<file path="src/rtl/bfly_pkg.sv">
// Shared types and fixed-point helpers for the radix-2 butterfly datapath.
// Build option: define BFLY_SAT_EN to make fit() saturate instead of wrap.
package bfly_pkg;

   localparam int BFLY_DW = 8;
   localparam int BFLY_PW = 2 * BFLY_DW + 1;  // width of a sum of two products

   typedef logic signed [BFLY_PW-1:0] wide_t;

   typedef struct packed {
      logic signed [BFLY_DW-1:0] re;
      logic signed [BFLY_DW-1:0] im;
   } cplx_t;

   typedef struct packed {
      logic signed [BFLY_DW-1:0] val;
      logic                      clip;
   } fit_t;

   // Round-half-up back to Q1.(DW-1): add half an output LSB, then drop the fraction.
   function automatic wide_t rnd(input wide_t x);
      wide_t biased;
      biased = x + (wide_t'(1) <<< (BFLY_DW - 2));
      return biased >>> (BFLY_DW - 1);
   endfunction

   function automatic fit_t fit(input wide_t x);
      fit_t f;
`ifdef BFLY_SAT_EN
      if (x > wide_t'((1 <<< (BFLY_DW - 1)) - 1)) begin
         f.val  = {1'b0, {(BFLY_DW-1){1'b1}}};
         f.clip = 1'b1;
      end else if (x < -wide_t'(1 <<< (BFLY_DW - 1))) begin
         f.val  = {1'b1, {(BFLY_DW-1){1'b0}}};
         f.clip = 1'b1;
      end else begin
         f.val  = x[BFLY_DW-1:0];
         f.clip = 1'b0;
      end
`else
      f.val  = x[BFLY_DW-1:0];
      f.clip = 1'b0;
`endif
      return f;
   endfunction

endpackage

</file>
<file path="src/rtl/bfly_if.sv">
// Strobe, operand and display bus between the butterfly controller and datapath.
interface bfly_if;
   import bfly_pkg::*;

   cplx_t                     data_in;
   logic                      clear;
   logic                      store_W, store_B, store_A;
   logic                      calc_ReWB, calc_ImY, calc_ImZ;
   logic                      calc_ReZ2, calc_ReZ, calc_ReY;
   logic                      display_ReY, display_ImY, display_ReZ, display_ImZ;
   logic signed [BFLY_DW-1:0] result;
   logic                      result_valid;
   logic                      ovf;

   modport master (
      output data_in, clear, store_W, store_B, store_A,
             calc_ReWB, calc_ImY, calc_ImZ, calc_ReZ2, calc_ReZ, calc_ReY,
             display_ReY, display_ImY, display_ReZ, display_ImZ,
      input  result, result_valid, ovf
   );

   modport slave (
      input  data_in, clear, store_W, store_B, store_A,
             calc_ReWB, calc_ImY, calc_ImZ, calc_ReZ2, calc_ReZ, calc_ReY,
             display_ReY, display_ImY, display_ReZ, display_ImZ,
      output result, result_valid, ovf
   );

endinterface

</file>
<file path="src/rtl/bfly_cmul.sv">
// Combinational complex multiply W*B; sums are returned unrounded at 2*DW+1 bits.
module bfly_cmul
   import bfly_pkg::*;
(
   input  cplx_t w,
   input  cplx_t b,
   output wide_t re_sum,
   output wide_t im_sum
);

   logic signed [2*BFLY_DW-1:0] p_rr, p_ii, p_ri, p_ir;

   assign p_rr = $signed(w.re) * $signed(b.re);
   assign p_ii = $signed(w.im) * $signed(b.im);
   assign p_ri = $signed(w.re) * $signed(b.im);
   assign p_ir = $signed(w.im) * $signed(b.re);

   assign re_sum = wide_t'(p_rr) - wide_t'(p_ii);
   assign im_sum = wide_t'(p_ri) + wide_t'(p_ir);

endmodule

</file>
<file path="src/rtl/bfly_datapath.sv">
// Radix-2 butterfly datapath Y = A + W*B, Z = A - W*B, driven by one-hot strobes.
// Build option: BFLY_SAT_EN selects saturating reductions and a live ovf flag.
module bfly_datapath
   import bfly_pkg::*;
(
   input  logic  Clock,
   input  logic  nReset,
   bfly_if.slave bus
);

   localparam int DW = BFLY_DW;

   cplx_t                w_q, w_d, b_q, b_d, a_q, a_d;
   logic signed [DW-1:0] rewb_q, rewb_d, imwb_q, imwb_d;
   logic signed [DW-1:0] imy_q, imy_d, imz_q, imz_d;
   logic signed [DW-1:0] rez_q, rez_d, rey_q, rey_d;
   logic signed [DW-1:0] result_q, result_d;
   logic signed [DW:0]   t2_q, t2_d, d_q, d_d;
   logic                 result_valid_q, result_valid_d;
   logic                 ovf_q, ovf_d;

   wide_t re_sum, im_sum, diff;
   fit_t  r;
   logic  clip;

   // Operands are resolved first so a same-cycle store feeds the multiplier.
   always_comb begin
      // NOTE: every always_comb output gets a default first, so no path can infer a latch.
      w_d = w_q;
      b_d = b_q;
      a_d = a_q;
      if (bus.clear) begin
         w_d = '0;
         b_d = '0;
         a_d = '0;
      end else begin
         if (bus.store_W) w_d = bus.data_in;
         if (bus.store_B) b_d = bus.data_in;
         if (bus.store_A) a_d = bus.data_in;
      end
   end

   bfly_cmul u_cmul (
      .w      (w_d),
      .b      (b_d),
      .re_sum (re_sum),
      .im_sum (im_sum)
   );

   // Each step reads the _d results of earlier steps, so coincident strobes chain in order.
   always_comb begin
      rewb_d         = rewb_q;
      imwb_d         = imwb_q;
      imy_d          = imy_q;
      imz_d          = imz_q;
      t2_d           = t2_q;
      d_d            = d_q;
      rez_d          = rez_q;
      rey_d          = rey_q;
      result_d       = result_q;
      result_valid_d = 1'b0;
      ovf_d          = ovf_q;
      r              = '0;
      diff           = '0;
      clip           = 1'b0;
      if (bus.clear) begin
         rewb_d   = '0;
         imwb_d   = '0;
         imy_d    = '0;
         imz_d    = '0;
         t2_d     = '0;
         d_d      = '0;
         rez_d    = '0;
         rey_d    = '0;
         result_d = '0;
         ovf_d    = 1'b0;
      end else begin
         if (bus.calc_ReWB) begin
            r = fit(rnd(re_sum));  rewb_d = r.val;  clip = clip | r.clip;
         end
         if (bus.calc_ImY) begin
            r = fit(rnd(im_sum));  imwb_d = r.val;  imy_d = r.val;  clip = clip | r.clip;
         end
         if (bus.calc_ImZ) begin
            r = fit(-wide_t'(imwb_d));  imz_d = r.val;  clip = clip | r.clip;
         end
         if (bus.calc_ReZ2) begin
            r = fit(wide_t'($signed(a_d.im)) + wide_t'(imy_d));  imy_d = r.val;  clip = clip | r.clip;
            r = fit(wide_t'($signed(a_d.im)) + wide_t'(imz_d));  imz_d = r.val;  clip = clip | r.clip;
            t2_d = $signed({a_d.re, 1'b0});
         end
         if (bus.calc_ReZ) begin
            diff  = wide_t'($signed(a_d.re)) - wide_t'(rewb_d);
            d_d   = diff[DW:0];
            r     = fit(diff);
            rez_d = r.val;
            clip  = clip | r.clip;
         end
         if (bus.calc_ReY) begin
            r = fit(wide_t'(t2_d) - wide_t'(d_d));  rey_d = r.val;  clip = clip | r.clip;
         end
         if (bus.display_ReY) begin result_d = rey_d; result_valid_d = 1'b1; end
         if (bus.display_ImY) begin result_d = imy_d; result_valid_d = 1'b1; end
         if (bus.display_ReZ) begin result_d = rez_d; result_valid_d = 1'b1; end
         if (bus.display_ImZ) begin result_d = imz_d; result_valid_d = 1'b1; end
         ovf_d = ovf_q | clip;
      end
   end

   always_ff @(posedge Clock) begin
      // NOTE: state registers use non-blocking assignments so all flops update together.
      if (!nReset) begin
         w_q            <= '0;
         b_q            <= '0;
         a_q            <= '0;
         rewb_q         <= '0;
         imwb_q         <= '0;
         imy_q          <= '0;
         imz_q          <= '0;
         t2_q           <= '0;
         d_q            <= '0;
         rez_q          <= '0;
         rey_q          <= '0;
         result_q       <= '0;
         result_valid_q <= 1'b0;
         ovf_q          <= 1'b0;
      end else begin
         w_q            <= w_d;
         b_q            <= b_d;
         a_q            <= a_d;
         rewb_q         <= rewb_d;
         imwb_q         <= imwb_d;
         imy_q          <= imy_d;
         imz_q          <= imz_d;
         t2_q           <= t2_d;
         d_q            <= d_d;
         rez_q          <= rez_d;
         rey_q          <= rey_d;
         result_q       <= result_d;
         result_valid_q <= result_valid_d;
         ovf_q          <= ovf_d;
      end
   end

   assign bus.result       = result_q;
   assign bus.result_valid = result_valid_q;
   assign bus.ovf          = ovf_q;

endmodule
</file>
<file path="src/flat_wrapper.sv">
// flat-port wrapper written by rule: the top's interface ports become plain ports
module bfly_datapath_flat import bfly_pkg::*;
  (Clock, nReset, bus_data_in, bus_clear, bus_store_W, bus_store_B, bus_store_A, bus_calc_ReWB, bus_calc_ImY, bus_calc_ImZ, bus_calc_ReZ2, bus_calc_ReZ, bus_calc_ReY, bus_display_ReY, bus_display_ImY, bus_display_ReZ, bus_display_ImZ, bus_result, bus_result_valid, bus_ovf);
  bfly_if bus_i ();
  input  logic Clock;
  input  logic nReset;
  input wire logic [$bits(bus_i.data_in)-1:0] bus_data_in;
  input wire logic [$bits(bus_i.clear)-1:0] bus_clear;
  input wire logic [$bits(bus_i.store_W)-1:0] bus_store_W;
  input wire logic [$bits(bus_i.store_B)-1:0] bus_store_B;
  input wire logic [$bits(bus_i.store_A)-1:0] bus_store_A;
  input wire logic [$bits(bus_i.calc_ReWB)-1:0] bus_calc_ReWB;
  input wire logic [$bits(bus_i.calc_ImY)-1:0] bus_calc_ImY;
  input wire logic [$bits(bus_i.calc_ImZ)-1:0] bus_calc_ImZ;
  input wire logic [$bits(bus_i.calc_ReZ2)-1:0] bus_calc_ReZ2;
  input wire logic [$bits(bus_i.calc_ReZ)-1:0] bus_calc_ReZ;
  input wire logic [$bits(bus_i.calc_ReY)-1:0] bus_calc_ReY;
  input wire logic [$bits(bus_i.display_ReY)-1:0] bus_display_ReY;
  input wire logic [$bits(bus_i.display_ImY)-1:0] bus_display_ImY;
  input wire logic [$bits(bus_i.display_ReZ)-1:0] bus_display_ReZ;
  input wire logic [$bits(bus_i.display_ImZ)-1:0] bus_display_ImZ;
  output wire logic [$bits(bus_i.result)-1:0] bus_result;
  output wire logic [$bits(bus_i.result_valid)-1:0] bus_result_valid;
  output wire logic [$bits(bus_i.ovf)-1:0] bus_ovf;
  assign bus_i.data_in = bus_data_in;
  assign bus_i.clear = bus_clear;
  assign bus_i.store_W = bus_store_W;
  assign bus_i.store_B = bus_store_B;
  assign bus_i.store_A = bus_store_A;
  assign bus_i.calc_ReWB = bus_calc_ReWB;
  assign bus_i.calc_ImY = bus_calc_ImY;
  assign bus_i.calc_ImZ = bus_calc_ImZ;
  assign bus_i.calc_ReZ2 = bus_calc_ReZ2;
  assign bus_i.calc_ReZ = bus_calc_ReZ;
  assign bus_i.calc_ReY = bus_calc_ReY;
  assign bus_i.display_ReY = bus_display_ReY;
  assign bus_i.display_ImY = bus_display_ImY;
  assign bus_i.display_ReZ = bus_display_ReZ;
  assign bus_i.display_ImZ = bus_display_ImZ;
  assign bus_result = bus_i.result;
  assign bus_result_valid = bus_i.result_valid;
  assign bus_ovf = bus_i.ovf;
  bfly_datapath u_core (.Clock(Clock), .nReset(nReset), .bus(bus_i));
endmodule
</file>
<file path="config.mk">
export PLATFORM = sky130hd
export DESIGN_NAME = bfly_datapath_flat
export DESIGN_NICKNAME = d
export VERILOG_FILES = /design/src/rtl/bfly_pkg.sv /design/src/rtl/bfly_if.sv /design/src/rtl/bfly_cmul.sv /design/src/rtl/bfly_datapath.sv /design/src/flat_wrapper.sv
export SDC_FILE = /design/constraint.sdc
export NUM_CORES = 1
export LEC_CHECK = 0
export CORE_MARGIN = 8
export CORE_UTILIZATION = 50
export CTS_CLUSTER_SIZE = 20
export DETAILED_ROUTE_END_ITERATION = 12
export HOLD_SLACK_MARGIN = 0.08
export MAX_ROUTING_LAYER = met4
export PLACE_DENSITY = 0.73
export REMOVE_ABC_BUFFERS = 1
export SLEW_MARGIN = 10
export SYNTH_ARGS = -nofsm -noshare
export SYNTH_HDL_FRONTEND = slang
export SYNTH_HIERARCHICAL = 1
export SYNTH_SLANG_ARGS = --single-unit
</file>
<file path="constraint.sdc">
create_clock -name Clock -period 9.5 [get_ports Clock]
set_clock_uncertainty 0.05 [all_clocks]
set_input_delay 0.95 -clock Clock [delete_from_list [all_inputs] [get_ports Clock]]
set_output_delay 0.95 -clock Clock [all_outputs]
set_load 0.01 [all_outputs]
</file>
# After elaboration in Yosys (flattened, before gate mapping)
# Index checks and enable logic that the tools add are counted.
[op_classes]
n_bitwise = 2
add_sub_neg = 9
n_mul = 4
n_reduce_logical = 2
n_mux = 31
[op_table]
columns = ["cell", "count"]
rows = [
  ["8-bit two-way mux", 16],
  ["16-bit two-way mux", 6],
  ["8-bit by 8-bit multiplier with 15-bit output", 4],
  ["9-bit two-way mux", 4],
  ["15-bit by 8-bit adder with 15-bit output, second input constant", 2],
  ["8-bit adder", 2],
  ["15-bit adder", 1],
  ["15-bit subtractor", 1],
  ["8-bit by 8-bit subtractor with 9-bit output", 1],
  ["8-bit negation", 1],
  ["8-bit subtractor", 1],
  ["1-bit two-way mux", 5],
  ["4-bit nonzero test", 1],
  ["2-bit OR reduction", 1],
  ["1-bit inverter", 1],
  ["1-bit bitwise OR", 1],
]
[word_totals]
wordCells = 65
ff_bits = 124
output_inout_bits = 10
in_bits = 32

# Longest topological paths before layout
# Gate-level depths: netlist of the first run.
[depth]
depth_word = 16
ltp_mapped = 42
ltp_nobuf = 39

# Modules after synthesis
# The synthesis of the first run kept the hierarchy.
[modules_own_cells]
columns = ["mod", "seq_area_each_um2", "n_inst", "cells_per_inst", "area_each_um2"]
rows = [
  ["bfly_cmul", 0.0, 1, 1161, 10809.1],
  ["bfly_datapath", 2422.3, 1, 777, 6703.9],
]

# Worst setup path before layout of the first run
# OpenSTA, ideal clock, no wires.
[synth_timing]
path_type = "input -> register"
startpoint = "input bus_store_W"
endpoint = "register u_core.result_q[6], in the netlist u_core/bus.result[6]"
path_slack_ps = -637
arrival_ps = 10017
stages = 35
path_buffers = 3
setup_ps = 70
path_cell_list = "clkbuf_1 clkbuf_1 mux2i_1 nor2_1 clkbuf_1 and2_1 fa_1 inv_1 fa_1 fa_1 fa_1 fa_1 inv_1 fa_1 inv_1 ha_1 a21o_1 nand2_1 or3b_1 xor2_1 nand3_1 xor2_1 nand2_1 o21ai_0 ha_1 nor4b_1 mux2_2 a2111oi_0 ha_1 inv_1 o2111ai_1 o211a_1 or4_1 a31oi_1 a21boi_1"
[synth_lines]
columns = ["item", "line_no", "text"]
rows = [
  ["from (decl)", "flat_wrapper.sv:9", "input wire logic [$bits(bus_i.store_W)-1:0] bus_store_W;"],
  ["to (signal assigned)", "bfly_datapath.sv:139", "result_q <= result_d;"],
  ["to (decl)", "bfly_datapath.sv:17", "logic signed [DW-1:0] result_q, result_d;"],
]

==> results.cfg, run 1 <==
[power]
vdd_drop_max_mv = 0.256
leakage_nw = 10.3
p_total_mw = 4.45
power_density_nw_per_um2 = 213

[clock_network]
clkTransAtPathRegs_ns = 0.06
cts_max_path_buffers = 2
numCtsBuffers = 17
insertion_delay_ns = 0.43
cts_tree = yes
cts-root-buf = clkbuf_16
cts.sinks = 121
h-tree-depth = 4

[routing]
drc = 0
antenna_left = 0
vias = 13900
wl_per_cell_um = 17.8
routed_wl_mm = 46.6
via_per_inst = 5.34
dr.pass1.iters = 7
drt_iter0_drc = 1082

[placed_design]
portBuffers = 40
gp_congestion = 0.918
dpl_cell_area_sq_um = 19500
place_ws_ns = -0.944
dpl.cell_count = 2545
dp_hpwl_mm = 35.9

[timing]
final.min_clock_period_ns = 9.29
worstMarginPinSlew_ns = 1.02
fmax_mhz = 108
worst_slack_ns = 0.214
setup_viol = 0
finalSetupTns_ns = 0
hold_violations = 0
slew_viol_final = 0
period_share_pct = 97.7
relSlewSlack_pct = 31.9

[yosys]
syn-cell-area_sq_um = 16600
avgSynthCellArea_sq_um = 9.04
yosys_warnings = 6
netlist_instances = 1841

[grt]
grt.overflow.total = 0
grt_util_all_layers_pct = 24.5
grt_pass1_wl_mm = 74.5
antenna_found_initial = 1
grt_pass1_vias = 14800
grt_max_degree = 57

[setup_path]
worstSetupEndpointType = register
arrival_ns = 9.59
cp_slowest_cell = fa_1
crit_fanout = 8
startpoint = bus_store_W
worstPathRequired_ns = 9.81
reg2reg_from = u_core/w_q[7]
max_stage_delay_ns = 0.53
start_kind = primary input
critical_path_class = primary input to register

[run]
cap_violations = 0

[finish]
layout-drive-gt1-share_pct = 23.3
layout.cells.non_filler = 2611
nNetsFinal = 2588
fill_cells = 2564
syn_to_final_growth_pct = 25.6
diodes = 0
regArea_sq_um = 2420
multiInputGateArea_sq_um = 13200
fin_area_sq_um = 20900

[floorplanning]
ios = 42
die-area_sq_um = 39400
die_x_um = 198
core_area_sq_um = 33100
die_height_um = 198
rows = 67
start_util_pct = 50.3

[min_path]
min_from = u_core/t2_q[0]
hold_class = register to register

[status]
status = finished clean
## critical path, delay by kind of cell
family / cells / cell delay (ns)
adders and majority gates: 9 / 3.80
buffers and inverters: 10 / 1.24
muxes: 1 / 0.24
xor gates and xnor gates: 2 / 0.33
and+or+nand+nor: 7 / 1.51
AOI/OAI and AO/OA: 9 / 1.50
## layout by cell type, fill, tap and decap left out, types with 7 or more instances in the layout
master / count
a211oi_1: 7
a21o_1: 13
a21oi_1: 31
a21oi_2: 8
a31oi_1: 8
and2_1: 208
buf_4: 317
buf_6: 8
clkbuf_16: 17
clkdlybuf4s50_1: 20
dfxtp_1: 121
dlymetal6s2s_1: 8
fa_1: 265
ha_1: 128
ha_4: 7
inv_1: 322
mux2_2: 15
mux2i_1: 57
nand2_1: 119
nand2b_1: 10
nand3_1: 10
nor2_1: 135
nor2_2: 19
nor2b_1: 14
nor3_1: 18
o21a_1: 16
o21ai_0: 22
o21ai_1: 11
o21ai_2: 12
o21bai_1: 7
xnor2_1: 25
xnor2_2: 7
xor2_1: 12
## metrics by stage
stage,hold slack (ns),utilization [%]
floorplan,0.387,-
global placement,0.398,59.0
detailed placement,0.421,59.0
CTS,0.432,61.4
global route,0.475,63.1
finish,0.427,63.1
## routing by layer
layer	global-route usage, %	wire length [um]	up-vias
met3	4.31	3490	118
met1	30.7	18800	6896
met5	-	0	-
met4	10.2	1950	0
met2	39.1	22300	572
li1	-	-	6350
## state kept, by name (all words and copies together), names as in the netlist
name                     flops
u_core/w_q                  16
u_core/rey_q                 8
u_core/d_q                   8
u_core/bus.result            8
u_core/rez_q                 8
u_core/a_q                  16
u_core/t2_q                  8
u_core/rewb_q                8
u_core/b_q                  16
u_core/imwb_q                8
u_core/bus.result_valid      1
u_core/imy_q                 8
u_core/imz_q                 8
## what timing repair did
action,CTS,global route
hold buffers,0,0
setup buffers,10,22
cloned,2,0
endpoints found under the setup margin,9,11
gates resized for setup,44,131
endpoints found under the hold margin,0,0
pin swaps,10,65
## final cells by class
cell class	instances	share of cell area [%]
Inverter	328	5.90
Multi-Input combinational cell	1314	63.0
Tap cell	448	2.68
Sequential cell	121	11.6
Timing Repair Buffer	368	14.1
Clock inverter	12	0.545
Clock buffer	20	2.18
## final timing paths
| kind | end | slack, ns | depth (start not counted) |
|---|---|---|---|
| worst max-delay path | u_core/bus.result[6] | 0.21 | 38 |
| worst min-delay path | u_core/t2_q[0] | 0.43 | 2 |
| worst max register to register | u_core/bus.result[6] | 0.80 | 36 |
| worst min register to register | u_core/t2_q[0] | 0.43 | 2 |
## power breakdown
group          internal (mW)  switching, mW  total, mW
Combinational           1.59           1.62       3.21
Sequential             0.577         0.0249      0.601
Clock                  0.376          0.259      0.634
Total                   2.54           1.91       4.45
Note: power is estimated with default switching activity, not from simulation.
==> run 2: changes to the inputs <==
- CORE_MARGIN: 8 -> 2
==> run 2 against run 1 <==
  * Power decreased by 0.91%
  * Count of clock-buffer cells in the layout down 1
  * Final cell count grew 0.42%
  * Combinational power down 2%
  * Worst setup slack lost 0.035 ns
  * Largest cell class unchanged
  * Fmax shrank 0.37%
  * Register-to-register slack better by 0.05 ns
  * Critical endpoint unchanged
  * First-iteration DRC count is 9.3% higher
  * Highest routed layer unchanged
  * Largest power group unchanged
==> results.cfg, run 2 (synthesis results as in run 1) <==
[power]
p_int_mw = 2.53
power_density_nw_per_um2 = 207
leakage_nw = 10.4
comb_power_share_pct = 71.7
switching_share_pct = 42.5
p_total_mw = 4.41
vdd_drop_max_mv = 0.292
seq_power_share_pct = 13.6
power_switching_mw = 1.88
clockPowerShare_pct = 14.7

[setup_path]
critical_path_class = primary input to register
worstSetupEndpointType = register
crit_family = adder cells
crit_fanout = 5
start_kind = primary input
rrSetupSlack_ns = 0.85
worstPathRequired_ns = 9.80
crit_buf_inv = 9
arrival_ns = 9.62
max_stage_delay_ns = 0.55
path_common_cell = fa_1
cp_slowest_cell = fa_1

[grt]
grt_pass1_wl_mm = 75.6
grt_pass1_vias = 14700
grt_max_degree = 57
grt_use_met3_pct = 4.48
met2_usage_pct = 45.3
grt_util_all_layers_pct = 28.3
grt.overflow.total = 0
antenna_found_initial = 0
globalRoute.busiestLayer = met2
met1_usage_pct = 37.1

[timing]
setup_viol = 0
fin_hold_ws_ns = 0.421
fmax_mhz = 107
hold_violations = 0
final.min_clock_period_ns = 9.32
slew_viol_final = 0
worstMarginPinSlew_ns = 1.03
relSlewSlack_pct = 31.3
period_share_pct = 98.1
rsz0062_at_grt = yes
worst_slack_ns = 0.179

[finish]
most-common-layout-cells = buf_4, inv_1, fa_1, and2_1, nor2_1
layout.cells.non_filler = 2622
top_regs = u_core/a_q x16, u_core/b_q x16, u_core/w_q x16
fill_cells = 2499
fin_area_sq_um = 21300
final_common_cell = buf_4
diodes = 0
syn_to_final_growth_pct = 27.9
layout-drive-gt1-share_pct = 24.2
nNetsFinal = 2605

[min_path]
hold_class = register to register

[routing]
routed_wl_mm = 48.0
dr.pass1.iters = 6
via_per_inst = 5.42
antenna_left = 0
vias = 14200
drc = 0
wl_per_cell_um = 18.3
drt_iter0_drc = 1183

[placed_design]
dp_hpwl_mm = 36.7
dpl.cell_count = 2545
portBuffers = 40
place_ws_ns = -1.02
gp_congestion = 0.975
dpl_cell_area_sq_um = 19600

[clock_network]
clkTransAtPathRegs_ns = 0.06
cts.sinks = 121
holdBufCountCts = 0
numCtsBuffers = 17
h-tree-depth = 4
cts_tree = yes
insertion_delay_ns = 0.42
cts-root-buf = clkbuf_16
cts_max_path_buffers = 2

[floorplanning]
die_height_um = 186
ios = 42
core_area_sq_um = 32600
die-area_sq_um = 34800
die_x_um = 186
rows = 66
start_util_pct = 51.0

[status]
status = finished clean

[run]
cap_violations = 0
run 2: worst reg2reg max path: cells and delay by family (launching register included):
kind,cells,cell delay (ns)
flops,1,0.31
buf+inv,7,0.85
xor+xnor,2,0.40
fa+ha+maj,9,3.96
mux,1,0.09
compound gates,11,1.67
simple gates,7,1.27
run 2: metrics by stage:
step,utilization (%),setup TNS (ns)
finish,65.2,0
global route,65.2,-0.158
CTS,62.6,-0.00564
detailed placement,60.0,-9.12
global placement,60.0,-6.49
floorplan,-,0
run 2: layer usage:
layer / vias up / part of all wire [%]
met3: 108 / 8.1
li1: 6394 / -
met4: 0 / 3.0
met1: 7086 / 41
met2: 616 / 48
met5: - / 0
run 2: power groups by stage:
stage | Combinational, mW | Sequential, mW | Clock, mW
2_1_floorplan | 1.54 | 0.602 | 0
3_3_place_gp | 2.56 | 0.603 | 0
3_5_place_dp | 2.64 | 0.606 | 0
4_1_cts | 2.75 | 0.596 | 0.650
5_1_grt | 3.40 | 0.605 | 0.677
6_report | 3.16 | 0.600 | 0.648
run 2: timing repair:
item | in CTS | in global routing
setup endpoints to repair | 12 | 12
setup buffers | 7 | 36
resized for setup | 45 | 135
gates cloned | 2 | 1
pin swaps | 15 | 80
run 2: final cells by class:
| class | count | area [sq um] | share of cell area, % |
|---|---|---|---|
| Multi-Input combinational cell | 1314 | 13300 | 62.6 |
| Timing Repair Buffer | 385 | 3160 | 14.8 |
| Sequential cell | 121 | 2420 | 11.4 |
| Inverter | 328 | 1230 | 5.79 |
| Tap cell | 442 | 553 | 2.60 |
| Clock buffer | 19 | 453 | 2.13 |
| Clock inverter | 13 | 135 | 0.635 |
run 2: final timing paths:
check | start | to | cells past startpoint
max | bus_data_in[3] | u_core/bus.result[6] | 39
min | u_core/t2_q[0] | u_core/t2_q[0] | 2
max reg2reg | u_core/w_q[12] | u_core/bus.result[6] | 37
min reg2reg | u_core/t2_q[0] | u_core/t2_q[0] | 2
